<file path="src/rtl/cpu_phase_pkg.sv">
// -----------------------------------------------------------------------------
// cpu_phase_pkg
//   Shared definitions for the receive-side phase checker:
//     - phase index constants (PH_FETCH..PH_WB = 0..4, PH_IDLE = 5)
//     - checker FSM state enum (SEARCH, LOCKED, FAULT)
//     - error cause codes (ERR_NONE, ERR_MULTI, ERR_ORDER, ERR_MISS)
//     - next_exp(): advance the expected-phase index around the 6-slot frame
// -----------------------------------------------------------------------------
package cpu_phase_pkg;

  localparam logic [2:0] PH_FETCH  = 3'd0;
  localparam logic [2:0] PH_DECODE = 3'd1;
  localparam logic [2:0] PH_EXEC   = 3'd2;
  localparam logic [2:0] PH_MEM    = 3'd3;
  localparam logic [2:0] PH_WB     = 3'd4;
  localparam logic [2:0] PH_IDLE   = 3'd5;

  typedef enum logic [1:0] {
    SEARCH = 2'd0,
    LOCKED = 2'd1,
    FAULT  = 2'd2
  } state_e;

  localparam logic [1:0] ERR_NONE  = 2'b00;
  localparam logic [1:0] ERR_MULTI = 2'b01;
  localparam logic [1:0] ERR_ORDER = 2'b10;
  localparam logic [1:0] ERR_MISS  = 2'b11;

  // The frame is F, D, E, M, W, idle; after the idle slot it wraps to fetch.
  function automatic logic [2:0] next_exp(input logic [2:0] cur);
    logic [2:0] nxt;
    if (cur >= PH_IDLE) begin
      nxt = PH_FETCH;
    end else begin
      nxt = cur + 3'd1;
    end
    return nxt;
  endfunction

endpackage

</file>
<file path="src/rtl/phase_encoder.sv">
// -----------------------------------------------------------------------------
// phase_encoder
//   Combinational decode of the five phase strobes into a phase index.
//   Ports:
//     strobes_i [4:0] : {writeback, memory, execute, decode, fetch}
//     idx_o     [2:0] : index of the lowest set strobe, PH_IDLE when none set
//     none_o          : no strobe set
//     multi_o         : more than one strobe set (illegal encoding)
// -----------------------------------------------------------------------------
module phase_encoder
  import cpu_phase_pkg::*;
(
  input  logic [4:0] strobes_i,
  output logic [2:0] idx_o,
  output logic       none_o,
  output logic       multi_o
);

  always_comb begin
    idx_o = PH_IDLE;
    // Descending scan so the lowest set bit wins; idx_o is only meaningful
    // to the caller when multi_o is low.
    for (int i = 4; i >= 0; i--) begin
      if (strobes_i[i]) begin
        idx_o = 3'(i);
      end
    end
  end

  assign none_o  = (strobes_i == 5'b00000);
  // Clearing the lowest set bit leaves something only if two or more were set.
  assign multi_o = ((strobes_i & (strobes_i - 5'd1)) != 5'b00000);

endmodule

</file>
<file path="config.mk">
export PLATFORM = sky130hd
export DESIGN_NAME = phase_encoder
export DESIGN_NICKNAME = d
export VERILOG_FILES = /design/src/rtl/cpu_phase_pkg.sv /design/src/rtl/phase_encoder.sv
export SDC_FILE = /design/constraint.sdc
export NUM_CORES = 1
export LEC_CHECK = 0
export BUFFER_PORTS_ARGS = -buffer_cell sky130_fd_sc_hd__buf_2
export CAP_MARGIN = 20
export CELL_PAD_IN_SITES_DETAIL_PLACEMENT = 0
export CELL_PAD_IN_SITES_GLOBAL_PLACEMENT = 1
export CORE_AREA = 2 2 39 41
export DETAILED_ROUTE_END_ITERATION = 16
export DIE_AREA = 0 0 41 43
export GPL_ROUTABILITY_DRIVEN = 0
export GPL_TIMING_DRIVEN = 0
export PLACE_DENSITY_LB_ADDON = 0.1
export SYNTH_ARGS = -nofsm -noshare
export SYNTH_HDL_FRONTEND = slang
export SYNTH_SLANG_ARGS = --single-unit
</file>
<file path="constraint.sdc">
create_clock -name vclk -period 0.8
set_input_delay 0.08 -clock vclk [all_inputs]
set_output_delay 0.08 -clock vclk [all_outputs]
set_load 0.01 [all_outputs]
</file>
## Word level (Yosys, flattened, before mapping)

Cells that the tools add are included.

| cells by class | value |
|---|---|
| bitwise operators | 1 |
| $add $sub $neg | 1 |
| mux-type cells | 5 |
| reductions and logical operators | 2 |

Operators with widths:

| operator | number |
|---|---|
| 2-to-1 mux 3 bit | 4 |
| bitwise AND 5 bit | 1 |
| logical NOT 5 bit | 1 |
| nonzero test 5 bit | 1 |
| subtractor 5 x 1 -> 5 bit (second input constant) | 1 |
| 2-to-1 mux 1 bit | 1 |

| word-level totals | value |
|---|---|
| flip-flop bits (word level) | 0 |
| bits of input ports | 5 |
| output and inout bits | 5 |
| word-level logic and storage cells | 9 |

## Depth between registers and ports, before layout

Gate-level depths: netlist of run 1.

| logic depth | value |
|---|---|
| depth in word-level cells | 5 |
| mapped depth | 3 |
| mapped depth without buffers | 3 |

## Least setup slack after synthesis of run 1

No wires, ideal clock.

| timing | value |
|---|---|
| path type | input-to-output |
| from | input strobes_i[1] |
| to | output none_o |
| buffers on the path | 0 |
| arrival | 662 ps |
| stages on the path | 2 |
| required time | 720 ps |
| slack | 58 ps |
| path through | nor4_4 and2b_2 |

| on the way | value |
|---|---|
| longest elaborated chain between the ends | 1 |

RTL lines:

| item | RTL line | RTL |
|---|---|---|
| start: declaration | phase_encoder.sv:13 | `input logic [4:0] strobes_i,` |
| logical NOT 5 bit | phase_encoder.sv:30 | `assign none_o = (strobes_i == 5'b00000);` |
| end: declaration | phase_encoder.sv:15 | `output logic none_o,` |

Every way passes these cells.

## Final worst setup path of run 1

| timing | value |
|---|---|
| from | input strobes_i[3] |
| to | output multi_o |

| on the way | value |
|---|---|
| longest elaborated chain between the ends | 3 |

RTL lines:

| item | RTL line | RTL |
|---|---|---|
| subtractor 5 x 1 -> 5 bit | phase_encoder.sv:32 | `assign multi_o = ((strobes_i & (strobes_i - 5'd1)) != 5'b00000);` |
| bitwise AND 5 bit * | phase_encoder.sv:32 |  |
| nonzero test 5 bit * | phase_encoder.sv:32 |  |
| end: declaration | phase_encoder.sv:16 | `output logic multi_o` |

Mark *: on every way between the ends. The rest lies on a longest branch, timed or not.

==> results of run 1 <==
==> what timing repair did <==
action                                 in CTS  in global routing
pin swaps                                   1                  0
gates cloned                                0                  0
gates resized for setup                     9                  1
endpoints found under the hold margin       0                  0
setup endpoints to repair                   3                  3
setup buffers                               2                  0
==> kinds of logic (layout without fill, tap and decap cells) <==
group | after synthesis | count (layout) | synth area share, %
and+or+nand+nor | 9 | 9 | 78.96
adders and majority gates | 1 | 1 | 11.84
AOI/OAI and AO/OA | 1 | 1 | 5.258
buffers and inverters | 1 | 13 | 3.944
==> power by group through the flow <==
stage | Clock, mW | Combinational, mW | Sequential (mW)
after CTS | 0 | 0.0988 | 0
final | 0 | 0.0998 | 0
after global routing | 0 | 0.111 | 0
after floorplan | 0 | 0.0317 | 0
after global placement | 0 | 0.0775 | 0
after detailed placement | 0 | 0.0764 | 0
==> cell usage after synthesis <==
library cell and count:
nor4_4 1, a21oi_1 1, nor4_1 1, nand2b_1 1, maj3_2 1, nor3_2 2, inv_1 1, nor2_1 2
and2b_2 1, nor3_1 1
==> final timing paths <==
kind / endpoint / slack [ns]
setup / recovery: multi_o / -0.09
hold / removal: idx_o[1] / 0.42
==> per-stage QoR <==
stage	setup slack (ns)	utilization [%]
2_1_floorplan	0.05752	-
6_report	-0.08589	15.82
5_1_grt	-0.1530	15.82
4_1_cts	-0.09418	15.37
3_5_place_dp	-0.1490	11.93
3_3_place_gp	-0.1476	11.93
==> layout make-up <==
| cell class | instances | area (sq um) |
|---|---|---|
| Inverter | 1 | 3.754 |
| Tap cell | 16 | 20.02 |
| Fill cell | 159 | 1165 |
| Timing Repair Buffer | 12 | 97.59 |
| Multi-Input combinational cell | 11 | 97.59 |
==> layer usage <==
layer	share of wire (%)	wire length (um)	GRT usage [%]	vias to the layer above
met4	0	0	0	0
met5	0	0	0	-
met1	44	154	6.329	51
met3	10	36	1.047	0
met2	45	157	5.938	6
li1	-	-	-	70
==> results.cfg, run 1 <==
[job]
max_cap_violations = 0

[final_layout]
layout-drive-gt1-share_pct = 75.00
clkbuf_count = 0
antennaDiodeCount = 0
seq_cell_count = 0
syn_to_final_growth_pct = 130.3
final_net_count = 31
final_common_cell = buf_2
stdcell_count = 40
stdcell_area_sq_um = 219.0
seq_area_sq_um = 0

[drt]
drt_iter0_drc = 0
drt_first_pass_iters = 1
drc = 0
dr_total_vias = 127
final_antenna_net_count = 0
wl_per_cell_um = 8.700
vias_per_cell = 3.175
totalWireLength_um = 348

[worst_setup_path]
cp_common_cell = nor3_2
worstPathMaxFanout = 5
path_delay_family = adder cells
startpoint = strobes_i[3]
path_depth = 5
slowest_delay_ns = 0.30
crit_slowest_cell = maj3_2
critical_path_required_ns = 0.72
crit_path_end_kind = output port
path_cells = buf_8, maj3_2, nor3_2, nor3_2, buf_2
critPathArrivalTime_ns = 0.81
cp-start-kind = primary input
setup.worst_path.class = in2out
worst-path-buf-inv = 2

[logic_synthesis]
ys_seq_area_share_pct = 0
synth_top_cell_by_area = nor4_4
synth_top_area_share_pct = 22.37
syn_area_sq_um = 95.09
synthTopCellsByArea = nor4_4 22%, nor3_2 21%, maj3_2 12%
synth.distinct_cells = 10
ys.warnings.count = 0
post_synth.cell_area_avg_sq_um = 7.924
synth_cells = 12
syn_nets = 17

[power]
ir_drop_mv = 0.06522
p_total_uw = 99.77
switchingPower_uw = 46.20
power_density_nw_per_um2 = 455.6
cellInternalPower_uw = 53.56
p_sw_share_pct = 46.31
seq_power_share_pct = 0
pwr-share-clk_pct = 0
p_leak_nw = 0.09357
combinationalPowerShare_pct = 100.0

[grt]
grt_overflow_total = 0
first_global_vias = 107
track_usage_pct = 4.096
antenna_found_initial = 0
grt_max_degree = 6
grt_pass1_wl_um = 524

[sta]
fin_setup_tns_ns = -0.1672
drv_slew = 0
period_share_pct = 110.7
grt_setup_unrepaired = true
setup_violations = 2
hold_ws_ns = 0.4185
worst_slew_pin_slew_ns = 0.2735
hold_viol_final = 0
fmax_mhz = 1129
relSlewSlack_pct = 81.63
fin_crit_ns = 0.8859
setup_slack_ns = -0.08589

[die]
die_area_sq_um = 1763
die_h_um = 43
boundaryPins = 10
initial_utilization_pct = 6.872
fp.coreArea_sq_um = 1384
dieWidth_um = 41
row_count = 14

[clock_tree]
cts_hold_buffers = 0

[outcome]
violations = negative setup slack
status = finished with violations

[hold_path]
hold_start = strobes_i[0]
holdPathStages = 3
hp-class = in2out

[place]
portBuffers = 10
post_dp_cell_area_sq_um = 165.2
dp_cells = 38
(Power assumes the default switching activity.)
==> inputs of run 2 (changes only) <==
PLACE_DENSITY_LB_ADDON = 0.12   (was 0.1)
==> run 2 against run 1 <==
Compared with the run above:
- the flow still finishes with violations (negative setup slack)
- cell count down 2.5%
- count of clock-buffer cells in the layout unchanged
- via count grew 3.9%
- flip-flop and latch count unchanged
- routed wire length down 18%
- first-iteration DRC count is the same
- utilization down 0.99 points
- cell area decreased by 6.3%
- global-route usage down 1.0 points
- total power shrank 7.1%
- worst setup slack better by 0.0016 ns
- non-clock buffer count shrank 1
- largest cell class unchanged
- largest power group unchanged
==> results.cfg, run 2 (synthesis results as in run 1) <==
[drt]
vias_per_cell = 3.385
dr_total_vias = 132
drt_first_pass_iters = 1
wl_per_cell_um = 7.308
totalWireLength_um = 285
drc = 0
drt_iter0_drc = 0
final_antenna_net_count = 0

[worst_setup_path]
critical_path_required_ns = 0.72
critPathArrivalTime_ns = 0.80
crit_slowest_cell = maj3_2
slowest_delay_ns = 0.30
worstPathMaxFanout = 4
crit_path_end_kind = output port
path_delay_family = adder cells
cp_common_cell = nor3_2
worst-path-buf-inv = 2
setup.worst_path.class = in2out
path_cells = buf_8, maj3_2, nor3_2, nor3_2, buf_2
cp-start-kind = primary input

[place]
post_dp_cell_area_sq_um = 165.2
pre_cts_ws_ns = -0.1394
portBuffers = 10

[final_layout]
final_net_count = 30
antennaDiodeCount = 0
seq_cell_count = 0
syn_to_final_growth_pct = 115.8
final_common_cell = buf_2
seq_area_sq_um = 0
stdcell_area_sq_um = 205.2
final_cell_mix = 6 x buf_2, 2 x nor2_1, 2 x nor3_2, 2 x buf_8, 2 x buf_6
clkbuf_count = 0
fillerInstances = 156
layout-drive-gt1-share_pct = 69.57

[die]
die_h_um = 43
boundaryPins = 10
dieWidth_um = 41
initial_utilization_pct = 6.872
row_count = 14
die_area_sq_um = 1763
fp.coreArea_sq_um = 1384

[sta]
fmax_mhz = 1131
relSlewSlack_pct = 76.93
setup_slack_ns = -0.08429
hold_viol_final = 0
setup_violations = 2
drv_slew = 0
grt_setup_unrepaired = true
fin_crit_ns = 0.8843
period_share_pct = 110.5
worst_slew_pin_slew_ns = 0.3429

[power]
p_leak_nw = 0.08830
power_density_nw_per_um2 = 451.8
p_total_uw = 92.72
ir_drop_mv = 0.1723

[outcome]
status = finished with violations
violations = negative setup slack

[grt]
first_global_vias = 97
grt_pass1_wl_um = 420
track_usage_pct = 3.097
grt_max_degree = 6
grt_overflow_total = 0
antenna_found_initial = 0

[hold_path]
hp-class = in2out

[job]
max_cap_violations = 0
==> run 2: layer usage <==
layer,global-route usage (%),part of all wire (%)
met1,6.329,53
met2,3.438,32
met3,0,15
met4,0,0
met5,0,0
==> run 2: layout make-up <==
type	count	area [sq um]	share of cell area (%)
Inverter	1	3.754	1.829
Multi-Input combinational cell	11	91.34	44.51
Tap cell	16	20.02	9.756
Timing Repair Buffer	11	90.09	43.90
==> run 2: timing repair <==
action,4_1_cts,5_1_grt
endpoints found under the setup margin,3,3
pin swaps,1,0
gates resized for setup,9,0
hold buffers,0,0
buffers inserted,1,0
==> run 2: path summary, 6_finish.rpt <==
path | from | to | slack [ns] | depth (start not counted)
worst max-delay path | strobes_i[0] | multi_o | -0.08 | 5
worst min-delay path | strobes_i[0] | idx_o[2] | 0.42 | 3
==> run 2: where the power goes <==
| part | internal [mW] | switching, mW |
|---|---|---|
| registers | 0 | 0 |
| clock network | 0 | 0 |
| logic | 0.0499 | 0.0428 |
| total | 0.0499 | 0.0428 |
==> run 2: stage by stage <==
step	instances	TNS (ns)	util (%)	hold slack [ns]
after detailed placement	38	-0.2839	11.93	0.5076
after global placement	38	-0.3037	11.93	0.5111
after CTS	39	-0.1654	14.83	0.4235
after floorplan	12	0	-	0.1865
final	39	-0.1581	14.83	0.4201
after global routing	39	-0.2491	14.83	0.4343
==> inputs of run 3 (changes only) <==
clock period = 1 ns   (was 0.8 ns; I/O delays follow)
==> run 3 against run 2 <==
Compared with the run above:
- the run now ends clean
- via count down 1.5%
- combinational power down 31%
- global-route usage unchanged
- routed wire length up 0.70%
- critical endpoint unchanged
- critical path depth unchanged
- die area unchanged
- total power down 31%
==> results.cfg, run 3 (synthesis results as in run 1) <==
[outcome]
status = completed

[worst_setup_path]
setup.worst_path.class = in2out
cp-start-kind = primary input
crit_slowest_cell = maj3_2
crit_path_end_kind = output port
critPathArrivalTime_ns = 0.87
slowest_delay_ns = 0.31
path_delay_family = adder cells
critical_path_required_ns = 0.90
worstPathMaxFanout = 5
path_cells = buf_2, maj3_2, nor3_2, nor3_2, buf_2
worst-path-buf-inv = 2

[final_layout]
layout-drive-gt1-share_pct = 68.18
clkbuf_count = 0
final_cell_mix = 8 x buf_2, 2 x nor2_1, 2 x nor3_2, 2 x buf_6
antennaDiodeCount = 0
stdcell_count = 38
final_net_count = 29
fillerInstances = 160
multiInputGateArea_sq_um = 91.34
seq_area_sq_um = 0
seq_cell_count = 0
final_common_cell = buf_2
syn_to_final_growth_pct = 86.84

[hold_path]
hold_end = idx_o[0]
hp-class = in2out
holdPathStages = 3
hold_start = strobes_i[0]

[power]
power_density_nw_per_um2 = 357.7
ir_drop_mv = 0.1357
p_total_uw = 63.56
p_leak_nw = 0.07652

[die]
boundaryPins = 10
row_count = 14
fp.coreArea_sq_um = 1384
die_h_um = 43
dieWidth_um = 41
die_area_sq_um = 1763
initial_utilization_pct = 6.872

[grt]
grt_overflow_total = 0
grt_max_degree = 6
first_global_vias = 96
grt_pass1_wl_um = 427
track_usage_pct = 3.097
antenna_found_initial = 0

[drt]
drt_first_pass_iters = 1
totalWireLength_um = 287
drt_iter0_drc = 0
drc = 0
vias_per_cell = 3.421
wl_per_cell_um = 7.553
dr_total_vias = 130
final_antenna_net_count = 0

[sta]
fin_crit_ns = 0.9685
hold_viol_final = 0
drv_slew = 0
fmax_mhz = 1032
setup_slack_ns = 0.03145
setup_violations = 0
fin_setup_tns_ns = 0
worst_slew_pin_slew_ns = 0.3422
period_share_pct = 96.85
hold_ws_ns = 0.4694
relSlewSlack_pct = 76.97

[place]
dp_cells = 38
portBuffers = 10
pre_cts_ws_ns = 0.02060

[job]
max_cap_violations = 0
==> run 3: layout make-up <==
| cell class | instances | share of cell area (%) |
|---|---|---|
| inverters | 1 | 2.113 |
| multi-input cells | 11 | 51.41 |
| well taps | 16 | 11.27 |
| repair buffers | 10 | 35.21 |
==> run 3: metal layers <==
| metal | global-route usage, % | wire length, um |
|---|---|---|
| met4 | 0 | 0 |
| met5 | 0 | 0 |
| met2 | 3.438 | 87 |
| met1 | 6.329 | 157 |
| met3 | 0 | 42 |
==> run 3: worst max path at each step <==
| stage | from | endpoint | slack, ns | depth (start not counted) |
|---|---|---|---|---|
| 2_1_floorplan | strobes_i[1] | none_o | 0.22 | 2 |
| 3_3_place_gp | strobes_i[0] | multi_o | 0.02 | 5 |
| 3_5_place_dp | strobes_i[0] | multi_o | 0.02 | 5 |
| 4_1_cts | strobes_i[0] | multi_o | 0.02 | 5 |
| 5_1_grt | strobes_i[3] | multi_o | -0.0008 | 5 |
| 6_report | strobes_i[3] | multi_o | 0.03 | 5 |
==> run 3: report_power, final <==
part	leakage (nW)	switching [mW]	internal (mW)
clock	0	0	0
combinational	0.0765	0.0342	0.0293
sequential	0	0	0
total	0.0765	0.0342	0.0293
==> run 3: per-stage QoR <==
stage / area (sq um) / util [%]
after global placement: 165.2 / 11.93
after floorplan: 95.09 / -
final: 177.7 / 12.84
after detailed placement: 165.2 / 11.93
after global routing: 177.7 / 12.84
after CTS: 165.2 / 11.93
==> run 3: what timing repair did <==
item                       CTS  global route
hold buffers                 0             0
buffers inserted             0             0
gates resized for setup      0             4
setup endpoints to repair    0             2
